--- src/rtl/mc_ctrl_pkg.sv ---
// Shared control package for the multicycle MIPS main decoder.
// Holds the state enum, opcode constants, memwrite/ltype/trap_cause encodings,
// the packed control word, and small helpers used by the decoder.
package mc_ctrl_pkg;

    typedef enum logic [4:0] {
        IF, ID, EX_LS, MEM_LW, WB_L, MEM_SW, EX_RTYPE, WB_RTYPE, EX_BEQ, EX_ADDI,
        EX_J, EX_ANDI, EX_BNE, MEM_LBU, MEM_LB, EX_ORI, EX_SLTI, MEM_SB, WB_I,
        MEM_LD, MEM_SD, EX_DADDI, TRAP
    } statetype;

    localparam logic [5:0] OP_RTYPE = 6'b000000;
    localparam logic [5:0] OP_LD    = 6'b110111;
    localparam logic [5:0] OP_LW    = 6'b100011;
    localparam logic [5:0] OP_LBU   = 6'b100100;
    localparam logic [5:0] OP_LB    = 6'b100000;
    localparam logic [5:0] OP_SD    = 6'b111111;
    localparam logic [5:0] OP_SW    = 6'b101011;
    localparam logic [5:0] OP_SB    = 6'b101000;
    localparam logic [5:0] OP_BEQ   = 6'b000100;
    localparam logic [5:0] OP_BNE   = 6'b000101;
    localparam logic [5:0] OP_J     = 6'b000010;
    localparam logic [5:0] OP_ADDI  = 6'b001000;
    localparam logic [5:0] OP_ANDI  = 6'b001100;
    localparam logic [5:0] OP_ORI   = 6'b001101;
    localparam logic [5:0] OP_SLTI  = 6'b001010;
    localparam logic [5:0] OP_DADDI = 6'b011000;

    localparam logic [1:0] MW_NONE  = 2'b00;
    localparam logic [1:0] MW_WORD  = 2'b01;
    localparam logic [1:0] MW_BYTE  = 2'b10;
    localparam logic [1:0] MW_DWORD = 2'b11;

    // Word and doubleword loads share ltype 00; dtype tells them apart.
    localparam logic [1:0] LT_WORD  = 2'b00;
    localparam logic [1:0] LT_BYTEU = 2'b01;
    localparam logic [1:0] LT_BYTE  = 2'b10;

    localparam logic [1:0] TC_NONE    = 2'b00;
    localparam logic [1:0] TC_ILLEGAL = 2'b01;
    localparam logic [1:0] TC_TIMEOUT = 2'b10;

    typedef struct packed {
        logic       mem_req;
        logic       pcwrite;
        logic       irwrite;
        logic       regwrite;
        logic       branch;
        logic       bne;
        logic       iord;
        logic       memtoreg;
        logic       regdst;
        logic       alusrca;
        logic       dtype;
        logic [1:0] memwrite;
        logic [2:0] alusrcb;
        logic [1:0] pcsrc;
        logic [2:0] aluop;
        logic [1:0] ltype;
    } ctl_t;

    // 64-bit opcodes only decode on a 64-bit datapath.
    function automatic logic op_legal(input logic [5:0] op, input int xlen);
        case (op)
            OP_RTYPE, OP_LW, OP_LBU, OP_LB, OP_SW, OP_SB, OP_BEQ, OP_BNE, OP_J,
            OP_ADDI, OP_ANDI, OP_ORI, OP_SLTI: op_legal = 1'b1;
            OP_LD, OP_SD, OP_DADDI:            op_legal = (xlen >= 64);
            default:                           op_legal = 1'b0;
        endcase
    endfunction

    // States that stall on the memory handshake.
    function automatic logic is_wait_state(input statetype s);
        case (s)
            IF, MEM_LW, MEM_LBU, MEM_LB, MEM_LD,
            MEM_SW, MEM_SB, MEM_SD: is_wait_state = 1'b1;
            default:                is_wait_state = 1'b0;
        endcase
    endfunction

endpackage

--- src/rtl/mc_wait_timer.sv ---
// Wait-cycle counter for memory-stalled states.
// Ports: clk, reset_n (async low); wait_st (FSM in IF/MEM), mem_ready,
// hold (FSM trapped: freeze count so it records the trap cause);
// timeout (this cycle is the TIMEOUT-th consecutive wait), at_max (count == TIMEOUT).
module mc_wait_timer #(
    parameter int TIMEOUT = 255
) (
    input  logic clk,
    input  logic reset_n,
    input  logic wait_st,
    input  logic mem_ready,
    input  logic hold,
    output logic timeout,
    output logic at_max
);

    localparam int CW = $clog2(TIMEOUT + 1);
    localparam logic [CW-1:0] LAST = CW'(TIMEOUT - 1);
    localparam logic [CW-1:0] MAXC = CW'(TIMEOUT);

    logic [CW-1:0] cnt;

    // Wait states only ever exit on mem_ready=1, so clearing on ready or on any
    // non-wait state guarantees a zero count on entry to every IF/MEM state.
    always_ff @(posedge clk or negedge reset_n) begin
        if (!reset_n)                 cnt <= '0;
        else if (hold)                cnt <= cnt;
        else if (!wait_st || mem_ready) cnt <= '0;
        else                          cnt <= cnt + 1'b1;
    end

    // Ready in the same cycle completes the access instead of trapping.
    assign timeout = wait_st && !mem_ready && (cnt == LAST);
    assign at_max  = (cnt == MAXC);

endmodule

--- src/rtl/mc_maindec.sv ---
// Multicycle MIPS main control FSM with request/ready memory handshake.
// Params: XLEN (32/64; LD/SD/DADDI illegal at 32), TIMEOUT (max wait cycles, trap build only).
// Ports: clk, reset_n (async low), op, mem_ready in; mem_req, datapath strobes/selects,
// stateshow out; trap, trap_cause out only when MC_MAINDEC_TRAP_EN is defined.
// MC_MAINDEC_TRAP_EN: illegal opcodes and memory timeouts enter a sticky TRAP state.
module mc_maindec
    import mc_ctrl_pkg::*;
#(
    parameter int XLEN    = 64,
    parameter int TIMEOUT = 255
) (
    input  logic       clk,
    input  logic       reset_n,
    input  logic [5:0] op,
    input  logic       mem_ready,
    output logic       mem_req,
    output logic       pcwrite,
    output logic       irwrite,
    output logic       regwrite,
    output logic       branch,
    output logic       bne,
    output logic       iord,
    output logic       memtoreg,
    output logic       regdst,
    output logic       alusrca,
    output logic       dtype,
    output logic [1:0] memwrite,
    output logic [2:0] alusrcb,
    output logic [1:0] pcsrc,
    output logic [2:0] aluop,
    output logic [1:0] ltype,
`ifdef MC_MAINDEC_TRAP_EN
    output logic       trap,
    output logic [1:0] trap_cause,
`endif
    output logic [4:0] stateshow
);

    statetype state, state_nxt;
    ctl_t     ctl;
    logic     legal, wait_st;

    assign legal   = op_legal(op, XLEN);
    assign wait_st = is_wait_state(state);

`ifdef MC_MAINDEC_TRAP_EN
    localparam statetype BAD_OP_NXT = TRAP;
    logic timeout, at_max;

    mc_wait_timer #(.TIMEOUT(TIMEOUT)) u_timer (
        .clk       (clk),
        .reset_n   (reset_n),
        .wait_st   (wait_st),
        .mem_ready (mem_ready),
        .hold      (state == TRAP),
        .timeout   (timeout),
        .at_max    (at_max)
    );

    // The frozen counter tells the two causes apart: an illegal opcode traps
    // from ID with the count cleared, a timeout traps with it at TIMEOUT.
    assign trap       = (state == TRAP);
    assign trap_cause = !trap ? TC_NONE : (at_max ? TC_TIMEOUT : TC_ILLEGAL);
`else
    localparam statetype BAD_OP_NXT = IF;
    logic unused_timeout;
    assign unused_timeout = (TIMEOUT > 0);
`endif

    always_ff @(posedge clk or negedge reset_n) begin
        if (!reset_n) state <= IF;
        else          state <= state_nxt;
    end

    always_comb begin
        state_nxt = state;
        case (state)
            IF:       if (mem_ready) state_nxt = ID;
            ID: begin
                if (!legal) state_nxt = BAD_OP_NXT;
                else case (op)
                    OP_LW, OP_LBU, OP_LB, OP_LD,
                    OP_SW, OP_SB, OP_SD: state_nxt = EX_LS;
                    OP_RTYPE:            state_nxt = EX_RTYPE;
                    OP_BEQ:              state_nxt = EX_BEQ;
                    OP_BNE:              state_nxt = EX_BNE;
                    OP_J:                state_nxt = EX_J;
                    OP_ADDI:             state_nxt = EX_ADDI;
                    OP_ANDI:             state_nxt = EX_ANDI;
                    OP_ORI:              state_nxt = EX_ORI;
                    OP_SLTI:             state_nxt = EX_SLTI;
                    OP_DADDI:            state_nxt = EX_DADDI;
                    default:             state_nxt = BAD_OP_NXT;
                endcase
            end
            EX_LS: begin
                state_nxt = IF;
                if (legal) case (op)
                    OP_LW:   state_nxt = MEM_LW;
                    OP_LBU:  state_nxt = MEM_LBU;
                    OP_LB:   state_nxt = MEM_LB;
                    OP_LD:   state_nxt = MEM_LD;
                    OP_SW:   state_nxt = MEM_SW;
                    OP_SB:   state_nxt = MEM_SB;
                    OP_SD:   state_nxt = MEM_SD;
                    default: state_nxt = IF;
                endcase
            end
            MEM_LW, MEM_LBU, MEM_LB, MEM_LD: if (mem_ready) state_nxt = WB_L;
            MEM_SW, MEM_SB, MEM_SD:          if (mem_ready) state_nxt = IF;
            EX_RTYPE:                         state_nxt = WB_RTYPE;
            EX_ADDI, EX_ANDI, EX_ORI,
            EX_SLTI, EX_DADDI:                state_nxt = WB_I;
            TRAP:                             state_nxt = TRAP;
            default:                          state_nxt = IF;
        endcase
`ifdef MC_MAINDEC_TRAP_EN
        if (timeout) state_nxt = TRAP;
`endif
    end

    always_comb begin
        ctl = '0;
        case (state)
            IF: begin
                ctl.mem_req = 1'b1;
                ctl.alusrcb = 3'b001;
                // Fetch commits once, on the ready cycle.
                ctl.pcwrite = mem_ready;
                ctl.irwrite = mem_ready;
            end
            ID:      ctl.alusrcb = 3'b011;
            EX_LS:   begin ctl.alusrca = 1'b1; ctl.alusrcb = 3'b010; end
            MEM_LW:  begin ctl.mem_req = 1'b1; ctl.iord = 1'b1; ctl.ltype = LT_WORD; end
            MEM_LD:  begin ctl.mem_req = 1'b1; ctl.iord = 1'b1; ctl.ltype = LT_WORD; ctl.dtype = 1'b1; end
            MEM_LB:  begin ctl.mem_req = 1'b1; ctl.iord = 1'b1; ctl.ltype = LT_BYTE; end
            MEM_LBU: begin ctl.mem_req = 1'b1; ctl.iord = 1'b1; ctl.ltype = LT_BYTEU; end
            MEM_SW:  begin ctl.mem_req = 1'b1; ctl.iord = 1'b1; ctl.memwrite = MW_WORD; end
            MEM_SB:  begin ctl.mem_req = 1'b1; ctl.iord = 1'b1; ctl.memwrite = MW_BYTE; end
            MEM_SD:  begin ctl.mem_req = 1'b1; ctl.iord = 1'b1; ctl.memwrite = MW_DWORD; end
            WB_L:    begin ctl.regwrite = 1'b1; ctl.memtoreg = 1'b1; end
            EX_RTYPE: ctl.aluop = 3'b010;
            WB_RTYPE: begin ctl.regdst = 1'b1; ctl.regwrite = 1'b1; end
            EX_BEQ:  begin ctl.branch = 1'b1; ctl.pcsrc = 2'b01; ctl.aluop = 3'b001; end
            EX_BNE:  begin ctl.bne = 1'b1; ctl.pcsrc = 2'b01; ctl.aluop = 3'b001; end
            EX_J:    begin ctl.pcwrite = 1'b1; ctl.pcsrc = 2'b10; end
            EX_ANDI: begin ctl.alusrcb = 3'b100; ctl.aluop = 3'b011; end
            EX_ORI:  begin ctl.alusrcb = 3'b100; ctl.aluop = 3'b100; end
            EX_SLTI: begin ctl.alusrcb = 3'b010; ctl.aluop = 3'b101; end
            EX_DADDI: begin ctl.alusrcb = 3'b010; ctl.aluop = 3'b110; end
            WB_I:    ctl.regwrite = 1'b1;
            default: ctl = '0;
        endcase
        // Reset kills every strobe at once, including a store mid-access.
        if (!reset_n) ctl = '0;
    end

    assign mem_req   = ctl.mem_req;
    assign pcwrite   = ctl.pcwrite;
    assign irwrite   = ctl.irwrite;
    assign regwrite  = ctl.regwrite;
    assign branch    = ctl.branch;
    assign bne       = ctl.bne;
    assign iord      = ctl.iord;
    assign memtoreg  = ctl.memtoreg;
    assign regdst    = ctl.regdst;
    assign alusrca   = ctl.alusrca;
    assign dtype     = ctl.dtype;
    assign memwrite  = ctl.memwrite;
    assign alusrcb   = ctl.alusrcb;
    assign pcsrc     = ctl.pcsrc;
    assign aluop     = ctl.aluop;
    assign ltype     = ctl.ltype;
    assign stateshow = reset_n ? 5'(state) : 5'd0;

endmodule

--- config.mk ---
export PLATFORM = sky130hd
export DESIGN_NAME = mc_maindec
export DESIGN_NICKNAME = d
export VERILOG_FILES = /design/src/rtl/mc_ctrl_pkg.sv /design/src/rtl/mc_wait_timer.sv /design/src/rtl/mc_maindec.sv
export SDC_FILE = /design/constraint.sdc
export NUM_CORES = 1
export LEC_CHECK = 0
export CAP_MARGIN = 20
export CORE_MARGIN = 4
export CORE_UTILIZATION = 37
export DETAILED_ROUTE_END_ITERATION = 16
export HOLD_SLACK_MARGIN = 0.08
export SYNTH_ARGS = -nofsm -noshare
export SYNTH_HDL_FRONTEND = slang
export SYNTH_HIERARCHICAL = 1
export SYNTH_SLANG_ARGS = --single-unit
--- constraint.sdc ---
create_clock -name clk -period 4.8 [get_ports clk]
set_input_delay 0.48 -clock clk [delete_from_list [all_inputs] [get_ports clk]]
set_output_delay 0.48 -clock clk [all_outputs]
set_load 0.005 [all_outputs]
==> flow_metrics.tcl <==
set metrics [dict create \
    status "finished clean" \
    netlist_instances 198 \
    synth-seq-cells 5 \
    tightestPinTransition_ns 0.8655 \
    cpPeakStageDelay_ns 0.69 \
    start_kind "flip-flop" \
    syn_avg_cell_area_sq_um 6.452 \
    drive_gt1_share_pct 5.479 \
    synth_edf_count 0 \
    cp.buffers_inverters 1 \
    grt_pass1_wl_mm 6.486 \
    setup_tns_ns 0 \
    synthAdderAreaFrac_pct 3.918 \
    ys_seq_area_share_pct 9.794 \
    grt_max_degree 33 \
    vias_per_cell 5.849 \
    synth_cell_types 52 \
    clk_path_buf_depth 2 \
    numPortBuffers 36 \
    firstDrtPassIters 5 \
    gp_congestion 0.8812 \
    top_register "state" \
    clock_skew_ns 0.003029 \
    synth_top_family_by_area "simple AND/OR/NAND/NOR gates" \
    final_common_cell "clkdlybuf4s50_1" \
    fin_crit_sh_pct 62.30 \
    ant_nets 0 \
    die-area_sq_mm 0.004457 \
    vdd_drop_max_mv 0.3574 \
    track_usage_pct 18.68 \
    ys.flop_type "dfrtp_1" \
    antenna_cells 0 \
    die_h_um 66.76 \
    rsz0062_at_grt "no" \
    drc 0 \
    cts_buffers 3 \
    reg2regPathDepth 5 \
    antenna_found_initial 0 \
    num_vias 1550 \
    top_regs "state (5)" \
    grt_pass1_vias 1478 \
    cts-resized-gates 0 \
    drt-initial-drc-count 183 \
    post-cts-setup-buffers 0 \
    mostFrequentLayoutCells "36 x clkdlybuf4s50_1, 22 x nor2_1, 18 x nand2_1, 14 x nor3_1, 13 x inv_1" \
    drt-total-wl_mm 3.925 \
    hpwl_mm 2.959 \
    syn2layout_area_growth_pct 27.91 \
    postCtsHoldBufs 0 \
    clkSinkCount 5 \
    cp_num_cells 6 \
    slowest_stage "dfrtp_1" \
    min_period_ns 2.990 \
    die_w_um 66.76 \
    rows 21 \
    cap_violations 0 \
    async_reset_ff_share_pct 100.0 \
    crit_fanout 28 \
    yosys-mux-area-fraction_pct 1.567 \
    root_buffer "clkbuf_4" \
    synth_xor_area_share_pct 3.428 \
    p_per_area_mw_per_mm2 348.9 \
    syn_area_sq_mm 0.001277 \
    path_delay_family "simple AND/OR/NAND/NOR gates" \
    wl_per_cell_um 14.81 \
    required_ns 4.32 \
    hold_class "input pin to asynchronous set/reset pin" \
    hold_viol_final 0 \
    max_freq_mhz 334.4 \
    nets 233 \
    cts.clk_slew.worst_paths_ns 0.04 \
    crit_path_end_kind "primary output" \
    core_sq_mm 0.003337 \
    synthSimpleGateAreaFrac_pct 38.30 \
    p_leak_nw 0.6143 \
    report.final.setup_viol 0 \
    cts_tree "yes" \
    grt.overflow.total 0 \
    initial_utilization_pct 38.28 \
    maxSlewHeadroom_pct 42.30 \
    synth_fp_nets 211 \
    ios 37 \
    cts_htree_levels 1 \
    clk_latency_ns 0.24 \
    final_area_sq_mm 0.001634 \
    final_util_pct 48.97 \
    crit_chain "nand2b_1 -> o21ai_0 -> nor2b_1 -> a21oi_1 -> nor2_1 -> clkdlybuf4s50_1" \
    yosysWarnings 6 \
    placed_cell_area_sq_mm 0.001608 \
    largest_reg_flops 5 \
    arrival_ns 2.51 \
    finalMaxSlewViolations 0 \
    synth_compound_area_share_pct 31.73 \
    critical_path_class "flip-flop to primary output" \
]
==> cell usage after synthesis (2+ instances only) <==
cell type   n  area share [%]
a211o_1     2             1.4
a21o_1      2             1.2
a21oi_1    11             4.3
a22oi_1     4             2.4
a31o_2      2             1.4
a31oi_1     3             1.5
a32o_1      2             1.6
and2_1      2            0.98
buf_1       3            0.88
buf_2      10             3.9
clkbuf_1    6             1.8
dfrtp_1     5             9.8
ha_1        4             3.9
inv_1      13             3.8
mux2i_1     2             1.6
nand2_1    18             5.3
nand2b_1    4             2.0
nand3_1    11             4.3
nand3b_1    3             1.8
nor2_1     22             6.5
nor2b_1     5             2.4
nor3_1     14             5.5
nor3b_1     3             1.8
nor4_1      4             2.0
o21ai_0     9             3.5
o22ai_1     3             1.5
o32ai_1     3             2.1
xnor2_1     4             2.7
==> cell type report <==
| type | instances | area, sq um |
|---|---|---|
| fillers | 360 | 1703 |
| multi-input cells | 160 | 1008 |
| repair buffers | 37 | 367.9 |
| flip-flops and latches | 5 | 125.1 |
| well taps | 46 | 57.56 |
| inverters | 13 | 48.80 |
| clock buffers | 4 | 26.28 |
==> cells by family after synthesis <==
| family | Yosys count |
|---|---|
| flops | 5 |
| xor+xnor | 5 |
| fa+ha+maj | 4 |
| simple gates | 93 |
| compound gates | 56 |
| buf+inv | 33 |
| mux | 2 |
==> per-stage QoR <==
| step | total power [mW] | instances | setup slack, ns | hold WS [ns] |
|---|---|---|---|---|
| 2_1_floorplan | 0.4003 | 198 | 2.758 | 0.1844 |
| 3_3_place_gp | 0.5196 | 261 | 1.966 | 0.8183 |
| 3_5_place_dp | 0.5166 | 261 | 1.927 | 0.8286 |
| 4_1_cts | 0.5670 | 265 | 1.811 | 0.5649 |
| 5_1_grt | 0.6280 | 265 | 1.581 | 0.5894 |
| 6_report | 0.5701 | 265 | 1.810 | 0.5641 |
==> where the power goes <==
| group | total (mW) | internal (mW) | switching (mW) |
|---|---|---|---|
| registers | 0.117 | 0.0526 | 0.0645 |
| clock network | 0.0486 | 0.0314 | 0.0172 |
| logic | 0.404 | 0.188 | 0.216 |
| total | 0.570 | 0.272 | 0.298 |
==> per-layer routing <==
| layer | part of all wire [%] | GRT usage (%) |
|---|---|---|
| met5 | 0 | 0 |
| met4 | 1.0 | 6.599 |
| met3 | 6.2 | 4.384 |
| met2 | 48 | 31.56 |
| met1 | 45 | 22.88 |
==> worst paths after layout <==
path | start | slack [ns] | endpoint
worst max-delay path | state[0]$_DFFE_PN0P_ | 1.81 | iord
worst min-delay path | reset_n | 0.56 | state[3]$_DFFE_PN0P_
worst max register to register | state[0]$_DFFE_PN0P_ | 2.49 | state[2]$_DFFE_PN0P_
worst min register to register | state[2]$_DFFE_PN0P_ | 0.87 | state[2]$_DFFE_PN0P_
max in group asynchronous | reset_n | 3.91 | state[0]$_DFFE_PN0P_
min in group clk | state[2]$_DFFE_PN0P_ | 0.87 | state[2]$_DFFE_PN0P_
Note: power is estimated with default switching activity, not from simulation.
